--- src/rtl/addsub16_seq_pkg.sv ---
// addsub16_seq_pkg: shared state type and default sizing for the slice-serial adder/subtractor
package addsub16_seq_pkg;
  localparam int WIDTH_DEF = 16;
  localparam int SLICE_DEF = 4;
  typedef enum logic [1:0] {IDLE, RUN, FINISH} state_t;
endpackage

--- src/rtl/addsub16_seq_slice_add.sv ---
// slice_add: combinational N-bit adder with carry-in and carry-out
module slice_add #(
  parameter int N = 4
) (
  input  logic [N-1:0] a,
  input  logic [N-1:0] b,
  input  logic         cin,
  output logic [N-1:0] sum,
  output logic         cout
);
  assign {cout, sum} = {1'b0, a} + {1'b0, b} + {{N{1'b0}}, cin};
endmodule

--- src/rtl/addsub16_seq.sv ---
// addsub16_seq: add/subtract processed SLICE bits per cycle, LSB slice first
module addsub16_seq
  import addsub16_seq_pkg::*;
#(
  parameter int WIDTH = WIDTH_DEF,
  parameter int SLICE = SLICE_DEF
) (
  input  logic             clk,
  input  logic             rst_n,
  input  logic             start,
  input  logic             sub,
  input  logic             cin,
  input  logic [WIDTH-1:0] x,
  input  logic [WIDTH-1:0] y,
  output logic [WIDTH-1:0] s,
  output logic             cout,
  output logic             ovf,
  output logic             busy,
  output logic             done
);
  localparam int NS = WIDTH / SLICE;
  localparam int CW = (NS > 1) ? $clog2(NS) : 1;
  state_t           r_state, w_next;
  logic [WIDTH-1:0] r_x, r_y, r_s;
  logic [CW-1:0]    r_cnt;
  logic             r_carry, r_cout, r_ovf, r_busy, r_done;
  logic [SLICE-1:0] w_a, w_b, w_sum;
  logic             w_co, w_last, w_go;
  assign w_a    = r_x[r_cnt*SLICE +: SLICE];
  assign w_b    = r_y[r_cnt*SLICE +: SLICE];
  assign w_last = r_cnt == CW'(NS - 1);
  // r_done blocks capture so a held start leaves one idle cycle after done
  assign w_go   = (r_state == IDLE) && start && !r_done;
  slice_add #(.N(SLICE)) u_slice (
    .a   (w_a),
    .b   (w_b),
    .cin (r_carry),
    .sum (w_sum),
    .cout(w_co)
  );
  always_comb begin
    w_next = (r_state == IDLE) ? (w_go ? RUN : IDLE) :
             (r_state == RUN)  ? (w_last ? FINISH : RUN) : IDLE;
  end
  always_ff @(posedge clk) begin
    if (!rst_n) r_state <= IDLE;
    else        r_state <= w_next;
  end
  always_ff @(posedge clk) begin
    if (!rst_n) begin
      r_x     <= '0;
      r_y     <= '0;
      r_s     <= '0;
      r_cnt   <= '0;
      r_carry <= 1'b0;
      r_cout  <= 1'b0;
      r_ovf   <= 1'b0;
      r_busy  <= 1'b0;
      r_done  <= 1'b0;
    end else begin
      r_done <= r_state == FINISH;
      if (w_go) begin
        r_x     <= x;
        r_y     <= sub ? ~y : y;
        r_carry <= sub | cin;
        r_cnt   <= '0;
        r_busy  <= 1'b1;
      end else if (r_done) begin
        r_busy <= 1'b0;
      end
      if (r_state == RUN) begin
        r_s[r_cnt*SLICE +: SLICE] <= w_sum;
        r_carry                   <= w_co;
        r_cnt                     <= r_cnt + 1'b1;
        if (w_last) begin
          r_cout <= w_co;
          r_ovf  <= (r_x[WIDTH-1] == r_y[WIDTH-1]) && (w_sum[SLICE-1] != r_x[WIDTH-1]);
        end
      end
    end
  end
  assign s    = r_s;
  assign cout = r_cout;
  assign ovf  = r_ovf;
  assign busy = r_busy;
  assign done = r_done;
endmodule

--- config.mk ---
export PLATFORM = sky130hd
export DESIGN_NAME = addsub16_seq
export DESIGN_NICKNAME = d
export VERILOG_FILES = /design/src/rtl/addsub16_seq_pkg.sv /design/src/rtl/addsub16_seq_slice_add.sv /design/src/rtl/addsub16_seq.sv
export SDC_FILE = /design/constraint.sdc
export NUM_CORES = 1
export LEC_CHECK = 0
export CAP_MARGIN = 15
export CORE_UTILIZATION = 51
export CTS_CLUSTER_DIAMETER = 120
export DETAILED_ROUTE_END_ITERATION = 16
export PLACE_DENSITY = 0.89
export SLEW_MARGIN = 10
export SYNTH_ARGS = -nofsm -noshare
export SYNTH_HDL_FRONTEND = slang
export SYNTH_SLANG_ARGS = --single-unit
export TNS_END_PERCENT = 10
--- constraint.sdc ---
create_clock -name clk -period 3.3 [get_ports clk]
set_input_delay 0.66 -clock clk [delete_from_list [all_inputs] [get_ports clk]]
set_output_delay 0.66 -clock clk [all_outputs]
set_load 0.01 [all_outputs]
After elaboration in Yosys (flattened, before gate mapping). Index checks and enable logic that the tools add are counted.

Register bits after elaboration: 57. Input port bits: 37. Output and inout bits: 20.

Add/subtract/negate cells: 4. Eq/ne operators: 5. Shifts and indexed selects: 4. Muxes and demuxes: 12. Bitwise operators: 2. Reduce and logical (&&, ||, !) cells: 8.

Operator list (number): 4-bit negator with 34-bit output (1); 4-bit by 34-bit variable shift with 16-bit output (first input constant) (1); 4-bit by 34-bit variable part select with 16-bit output (1); 16-bit by 5-bit variable part select with 4-bit output (2); 16-bit bitwise mux (1); 16-bit 2-to-1 mux (1); 16-bit NOT (1); 2-bit 2-to-1 mux (5); 4-bit by 4-bit adder with 5-bit output (1); 5-bit by 1-bit adder with 5-bit output (1); 1-bit 2-to-1 mux (5); 2-bit equality test (second input constant) (2); 2-bit nonzero test (2); 1-bit logical AND (3); 2-bit by 1-bit adder with 2-bit output (second input constant) (1); 2-bit by 1-bit equality test with 1-bit output (second input constant) (1); 2-bit logical NOT (1); 2-bit AND reduction (1); 1-bit equality test (1); 1-bit logical NOT (1); 1-bit != test (1); 1-bit OR (1).

Longest topological paths before layout. Gate-level depths: netlist of run 1.

Depth in word-level cells: 5. Gate-level depth with buffers: 8.

Hierarchy. From an unflattened synthesis of run 1, not the netlist that was laid out.

Cell total of the unflattened synthesis: 282. Area total of the unflattened synthesis: 2600.0 um2.

Modules (own cells, without submodules): addsub16_seq (instances 1, cells an instance 266, area an instance 2456.1 um2, sequential area each 1141.1 um2); slice_add (instances 1, cells an instance 16, area an instance 143.9 um2, sequential area each 0.0 um2).

Least setup slack after synthesis of run 1. No wires, ideal clock.

Path kind: flip-flop to flip-flop. Start: reg r_cnt[0]. End: reg r_cout, in the netlist cout. Setup time: 0.116 ns. Data arrival time: 2.601 ns. Data required time: 3.184 ns. Slack: 0.583 ns. Stages on the path, launching flop included: 9. Clock period less this slack: 2.717 ns. Path through: dfxtp_1 -> buf_2 -> mux4_2 -> fa_1 -> fa_1 -> a21o_1 -> a21oi_1 -> nand2_1 -> o211a_1.

Cells in the longest elaborated chain, start to end: 3.

Ends and longest elaborated chain: start: declaration (RTL line addsub16_seq.sv:25) `logic [CW-1:0] r_cnt;`; start signal: assignment (RTL line addsub16_seq.sv:74) `r_cnt <= r_cnt + 1'b1;`; 16-bit by 5-bit variable part select with 4-bit output, on equally long branches (RTL line addsub16_seq.sv:29, addsub16_seq.sv:30); 4-bit by 4-bit adder with 5-bit output (RTL line addsub16_seq_slice_add.sv:11) `assign {cout, sum} = {1'b0, a} + {1'b0, b} + {{N{1'b0}}, cin};`; 5-bit by 1-bit adder with 5-bit output (RTL line addsub16_seq_slice_add.sv:11); end signal: assignment (RTL line addsub16_seq.sv:76) `r_cout <= w_co;`; end: declaration (RTL line addsub16_seq.sv:26) `logic r_carry, r_cout, r_ovf, r_busy, r_done;`.

Parallel ways exist; a longest one is shown, timed or not. A chain may end at the register's enable or synchronous reset.

Final worst setup path of run 1.
Start: reg r_cnt[0]. End: reg r_s[11], in the netlist s[11].

Cells in the longest elaborated chain, start to end: 5.

Ends and longest elaborated chain: 16-bit by 5-bit variable part select with 4-bit output, on equally long branches (RTL line addsub16_seq.sv:29, addsub16_seq.sv:30); 4-bit by 4-bit adder with 5-bit output (RTL line addsub16_seq_slice_add.sv:11); 5-bit by 1-bit adder with 5-bit output (RTL line addsub16_seq_slice_add.sv:11); 4-bit by 34-bit variable part select with 16-bit output (RTL line addsub16_seq.sv:72) `r_s[r_cnt*SLICE +: SLICE] <= w_sum;`; 16-bit bitwise mux * (RTL line addsub16_seq.sv:72); end signal: indexed assignment (RTL line addsub16_seq.sv:72); end: declaration (RTL line addsub16_seq.sv:24) `logic [WIDTH-1:0] r_x, r_y, r_s;`.

Mark *: on every way between the ends. The rest lies on a longest branch, timed or not.

==> metrics.md, run 1 <==
| Metric | Value |
|---|---|
| Run status | complete, no violations |
| Area grow syn2layout | 29.9% |
| Worst-Margin Slew | 0.885 ns |
| Skew final | 0.00623 ns |
| Initial DRC Count | 99 |
| Max-cap viol count | 0 |
| Most common cell after layout, fill and taps aside | dfxtp_1 |
| CP Capture Type | flop |
| Mapped Nets | 318 |
| Vias after detailed routing | 2111 |
| Vias per Instance | 5.24 |
| Final max-slew violation count | 0 |
| Synth Warn # | 0 |
| Global placement routability congestion | 0.807 |
| Period utilisation layout | 0.781 |
| Vias in the first global route | 2080 |
| Inserted Clock Buffers | 9 |
| Ys async rst share | 0 |
| Critical path class | reg -> reg |
| CTS Root Buffer Type | clkbuf_8 |
| Post-Synthesis Cell Area | 2710 um2 |
| Number of synthesized flops with an enable pin | 0 |
| Final core occ | 0.689 |
| Total GRT Usage | 0.235 |
| Clock transition at path regs | 0.06 ns |
| Fmax | 0.388 GHz |
| Tmin final | 2.58 ns |
| Distinct cells, synth | 33 |
| Final net count | 376 |
| Layout cells sized above 1 | 0.105 |
| Pwr Density | 453 nW/um2 |
| Initial Utilization | 0.530 |
| Die H | 74.9 um |
| Reg2Reg Setup Slack | 0.72 ns |
| Hold_buf cts | 0 |
| Clock Path Buffers | 2 |
| Final setup viols | 0 |
| Crit path required time | 3.52 ns |
| Post-CTS setup buffer count | 0 |
| H-tree levels | 3 |
| Crit path arrival time | 2.79 ns |
| HP Start | r_x[2]$_SDFFE_PN0P_ |
| Buffers added on ports | 56 |
| Crit start category | flop |
| Dpl hpwl | 4.13 mm |
| Largest net degree at the start of global routing | 51 |
| Total power draw | 1.59 mW |
| RSZ-0062 raised after global routing | false |
| Hold_ws | 0.461 ns |
| Die width | 74.9 um |
| DIE AREA | 5600 um2 |
| Drt drc | 0 |
| Initial antenna violation count | 0 |
| Reg2Reg Depth | 7 |
| Cell row count | 26 |
| Final worst slack | 0.724 ns |
| Final hold violation count | 0 |
| Min-Delay Path Class | reg -> reg |
| Fillers | 425 |
| Drt wl/cell | 14.1 um |
| Crit Reg-Reg Endpoint | s[11]$_SDFFE_PN0P_ |
| Ys flop type | dfxtp_1 |
| RR Startpoint | r_cnt[0]$_SDFFE_PN0P_ |
| Worst VDD drop | 0.297 mV |
| Post-cts sizing count | 0 |
| #FFs+latches synth | 57 |
| Slew HR | 0.408 |
| Grt ovf | 0 |
| WL final | 5.69 mm |
| Clk_lat worst skew | 0.33 ns |
| First-pass GRT wire length | 9.56 mm |
| Mapped Avg Cell Area | 10.0 um2 |
| Commonest cells after routing, fill and taps aside | dfxtp_1, clkdlybuf4s50_1, nand2_1 |
| Cells after synthesis | 270 |
| Place WS | 0.784 ns |
| N_diodes | 0 |
| Worst-path maximum fanout | 6 |
| Leak | 1.42 nW |
| CTS Sinks | 57 |
| Worst hold stages | 2 |
| Antenna Nets Post-Route | 0 |
| Core area | 5110 um2 |
| First-pass DRT Iterations | 4 |
| Fin Setup TNS | 0 ns |
| Hold Path End | r_x[2]$_SDFFE_PN0P_ |
| Number of I/O pins | 57 |
| CTS tree | done |
| Sequential fraction of the synthesis area | 0.421 |
cell families (layout without fill, tap and decap cells):
| logic type | count (synthesis) | after routing | synth area share |
|---|---|---|---|
| buf+inv | 19 | 82 | 0.0296 |
| compound gates | 62 | 62 | 0.184 |
| simple gates | 96 | 96 | 0.187 |
| xor+xnor | 17 | 17 | 0.0550 |
| mux | 8 | 8 | 0.0665 |
| flops | 57 | 57 | 0.421 |
| fa+ha+maj | 11 | 11 | 0.0564 |
flip-flops by register name, summed over array words and instances, names as in the netlist:
name     count
r_x         16
r_y         16
s           16
r_cnt        2
r_state      2
busy         1
cout         1
done         1
ovf          1
r_carry      1
power breakdown:
group	switching [mW]	internal, mW
registers	0.0261	0.727
logic	0.130	0.140
clock network	0.262	0.310
total	0.418	1.18
cell usage after synthesis, types with 3 or more instances:
library cell / instances / area (um2)
a21boi_0: 17 / 128
a21oi_1: 3 / 15.0
a22oi_1: 12 / 90.1
a32oi_1: 4 / 35.0
buf_2: 7 / 35.0
clkbuf_1: 10 / 37.5
dfxtp_1: 57 / 1140
ha_1: 9 / 113
mux4_2: 8 / 180
nand2_1: 54 / 203
nand3_1: 3 / 15.0
nand3b_1: 4 / 30.0
nor2_1: 6 / 22.5
nor2b_1: 18 / 113
nor4b_2: 3 / 45.0
o211a_1: 17 / 170
xnor2_1: 16 / 140
worst max path at each step:
stage / startpoint / to / depth (start not counted)
2_1_floorplan: r_cnt[0]$_SDFFE_PN0P_ / cout$_SDFFE_PN0P_ / 8
3_3_place_gp: r_cnt[0]$_SDFFE_PN0P_ / cout$_SDFFE_PN0P_ / 7
3_5_place_dp: r_cnt[0]$_SDFFE_PN0P_ / ovf$_SDFFE_PN0P_ / 7
4_1_cts: r_cnt[0]$_SDFFE_PN0P_ / s[11]$_SDFFE_PN0P_ / 7
5_1_grt: r_cnt[0]$_SDFFE_PN0P_ / ovf$_SDFFE_PN0P_ / 7
6_report: r_cnt[0]$_SDFFE_PN0P_ / s[11]$_SDFFE_PN0P_ / 7
per-layer routing:
| layer | track usage | routed length, um | vias to the layer above |
|---|---|---|---|
| met5 | 0 | 0 | - |
| met4 | 0.105 | 86 | 0 |
| met2 | 0.383 | 2900 | 59 |
| met1 | 0.289 | 2500 | 975 |
| met3 | 0.0669 | 203 | 7 |
| li1 | - | - | 1070 |
critical path, stage by stage (launching register included):
cell and delay (ns):
dfxtp_1 0.42, buf_4 0.21, mux4_2 0.57, ha_1 0.32, a211oi_1 0.33, o21bai_1 0.27, a32oi_1 0.28, nor2b_1 0.07
stage by stage:
stage                     area, um2  cells
after floorplan                2710    270
after global placement         3340    387
after detailed placement       3340    387
after CTS                      3520    403
after global routing           3520    403
final                          3520    403
cell type report:
cell class,instances,area [um2],share of cell area
multi-input combinational,194,1490,0.423
sequential,57,1140,0.324
timing repair buffer,64,621,0.176
clock buffer,13,159,0.0452
tap,70,87.6,0.0249
inverter,2,7.51,0.00213
clock inverter,3,15.0,0.00427
Note: power is estimated with default switching activity, not from simulation.
==> run 2: changes to the inputs <==
Settings changed: CORE_UTILIZATION 51 to 46, PLACE_DENSITY 0.89 to 0.85.
Clock period 3.3 ns to 2.3 ns, I/O delays scaled along.
==> run 2 against run 1 <==
Against the previous run:
- the flow now finishes with violations (setup timing)
- hold slack gained 0.0070 ns
- register-to-register slack lost 0.82 ns
- utilization shrank 1.2 points
- setup slack lost 0.82 ns
- cell area grew 7.3%
- combinational power grew 66%
- die area grew 11%
- clock power grew 110%
- total power grew 70%
- sequential cell count is the same
- clock-buffer cell count shrank 2
- critical endpoint is now cout$_SDFFE_PN0P_
==> metrics.md, run 2 (synthesis results as in run 1) <==
| Metric | Value |
|---|---|
| Run status | finished, violations left |
| Failing checks | setup timing |
| Worst VDD drop | 0.405 mV (+37%) |
| Worst-Margin Slew | 0.493 ns (-0.392 ns) |
| Period utilisation layout | 1.04 (+0.262) |
| First-pass DRT Iterations | 4 (unchanged) |
| Grt ovf | 0 (unchanged) |
| Final hold violation count | 0 (unchanged) |
| Max-cap viol count | 0 (unchanged) |
| Initial antenna violation count | 0 (unchanged) |
| Crit start category | flop |
| Clock transition at path regs | 0.06 ns (about the same) |
| Slew HR | 0.668 (+0.260) |
| Crit path arrival time | 2.64 ns (-0.15 ns) |
| Die H | 78.7 um (+5.2%) |
| Vias in the first global route | 2128 (+2.3%) |
| CTS Sinks | 57 (unchanged) |
| Final max-slew violation count | 0 (unchanged) |
| Core area | 5570 um2 (+9.1%) |
| Dpl hpwl | 4.25 mm (+2.8%) |
| WL final | 5.85 mm (+2.8%) |
| Initial DRC Count | 83 (-16%) |
| Drt drc | 0 (unchanged) |
| Drt wl/cell | 14.1 um (-0.20%) |
| N_diodes | 0 (unchanged) |
| Vias per Instance | 5.22 (-0.36%) |
| DP Area | 3450 um2 (+3.2%) |
| Critical path class | reg -> reg |
| Global placement routability congestion | 0.776 (-3.9%) |
| Final net count | 386 (+2.7%) |
| CTS Root Buffer Type | clkbuf_8 |
| Inserted Clock Buffers | 9 (unchanged) |
| Number of I/O pins | 57 (unchanged) |
| CP Capture Type | flop |
| Pwr Density | 718 nW/um2 (+58%) |
| Clock Path Buffers | 2 (unchanged) |
| Design Area, Final | 3770 um2 (+7.3%) |
| CTS tree | done |
| DIE AREA | 6200 um2 (+11%) |
| Largest net degree at the start of global routing | 51 (unchanged) |
| Cell row count | 27 (+3.8%) |
| Layout cells sized above 1 | 0.175 (+0.0698) |
| Final core occ | 0.677 (-0.0116) |
| Skew final | 0.00605 ns (-0.000180 ns) |
| Total GRT Usage | 0.211 (-0.0235) |
| Vias after detailed routing | 2166 (+2.6%) |
| Min-Delay Path Class | reg -> reg |
| Initial Utilization | 0.486 (-0.0444) |
| RSZ-0062 raised after global routing | true |
| Final setup viols | 7 (+7) |
| Worst-path maximum fanout | 6 (unchanged) |
| Commonest cells after routing, fill and taps aside | dfxtp_1, clkdlybuf4s50_1, nand2_1 |
| Antenna Nets Post-Route | 0 (unchanged) |
| Area grow syn2layout | 39.4% |
| First-pass GRT wire length | 9.70 mm (+1.4%) |
| Reg2Reg Depth | 7 (unchanged) |
| Tmin final | 2.40 ns (-0.179 ns) |
| Fmax | 0.417 GHz (+7.5%) |
| Leak | 1.52 nW (+6.9%) |
| H-tree levels | 3 (unchanged) |
| Buffers added on ports | 56 (unchanged) |
| Clk_lat worst skew | 0.35 ns (+0.02 ns) |
| Die width | 78.7 um (+5.2%) |
| Final worst slack | -0.0973 ns (-0.821 ns) |
| Crit path required time | 2.54 ns (-0.98 ns) |
| Worst hold stages | 2 (unchanged) |
| Hold_buf cts | 0 (unchanged) |
==> run 2: changes by cell type in the layout (fill, tap and decap cells not counted), moves of 3 or more <==
cell	change
buf_4	+7
a22oi_1	-4
a22oi_2	+4
bufinv_16	+3
==> run 2: power breakdown <==
| part | switching [mW] | internal, mW | total (mW) |
|---|---|---|---|
| clock | 0.398 | 0.781 | 1.18 |
| sequential | 0.0394 | 1.04 | 1.08 |
| combinational | 0.201 | 0.246 | 0.447 |
| total | 0.638 | 2.07 | 2.71 |
==> run 2: stage by stage <==
stage	worst slack, ns	hold slack [ns]	setup TNS, ns	power [mW]	cells
2_1_floorplan	-0.0505	0.440	-0.0682	1.34	270
3_3_place_gp	0.0121	0.450	0	1.51	398
3_5_place_dp	-0.0821	0.457	-0.435	1.53	398
4_1_cts	-0.0685	0.472	-0.301	2.72	415
5_1_grt	-0.170	0.491	-1.07	2.83	415
6_report	-0.0973	0.468	-0.317	2.71	415
==> run 2: worst paths after layout <==
kind / slack (ns) / to / startpoint
max: -0.1 / cout$_SDFFE_PN0P_ / r_cnt[0]$_SDFFE_PN0P_
max reg2reg: -0.1 / cout$_SDFFE_PN0P_ / r_cnt[0]$_SDFFE_PN0P_
min: 0.47 / r_x[6]$_SDFFE_PN0P_ / r_x[6]$_SDFFE_PN0P_
min reg2reg: 0.47 / r_x[6]$_SDFFE_PN0P_ / r_x[6]$_SDFFE_PN0P_
==> run 2: critical path, cell delays in order, from the launching register on <==
cell     delay [ns]
dfxtp_4        0.41
mux4_2         0.54
fa_2           0.41
fa_2           0.36
a21o_1         0.18
a21oi_2        0.20
nand2_1        0.07
o211a_1        0.12
==> run 2: area by class of cell <==
type / count / area (um2)
Sequential cell: 57 / 1140
Tap cell: 72 / 90.1
Fill cell: 452 / 1800
Timing Repair Buffer: 74 / 724
Clock buffer: 11 / 153
Clock inverter: 5 / 100
Multi-Input combinational cell: 194 / 1550
Inverter: 2 / 7.51
==> run 2: metal layers <==
layer  wire (um)  track usage  up-vias
met5           0            0        -
met4         153        0.113        0
met3         268       0.0621       12
met2        2990        0.363       59
met1        2440        0.234     1004
li1            -            -     1091
==> run 2: timing repair <==
item / CTS / global route
buffers inserted: 1 / 0
cloned: 0 / 0
resized for setup: 7 / 4
endpoints found under the hold margin: 0 / 0
pin swaps: 2 / 6
endpoints found under the setup margin: 11 / 15
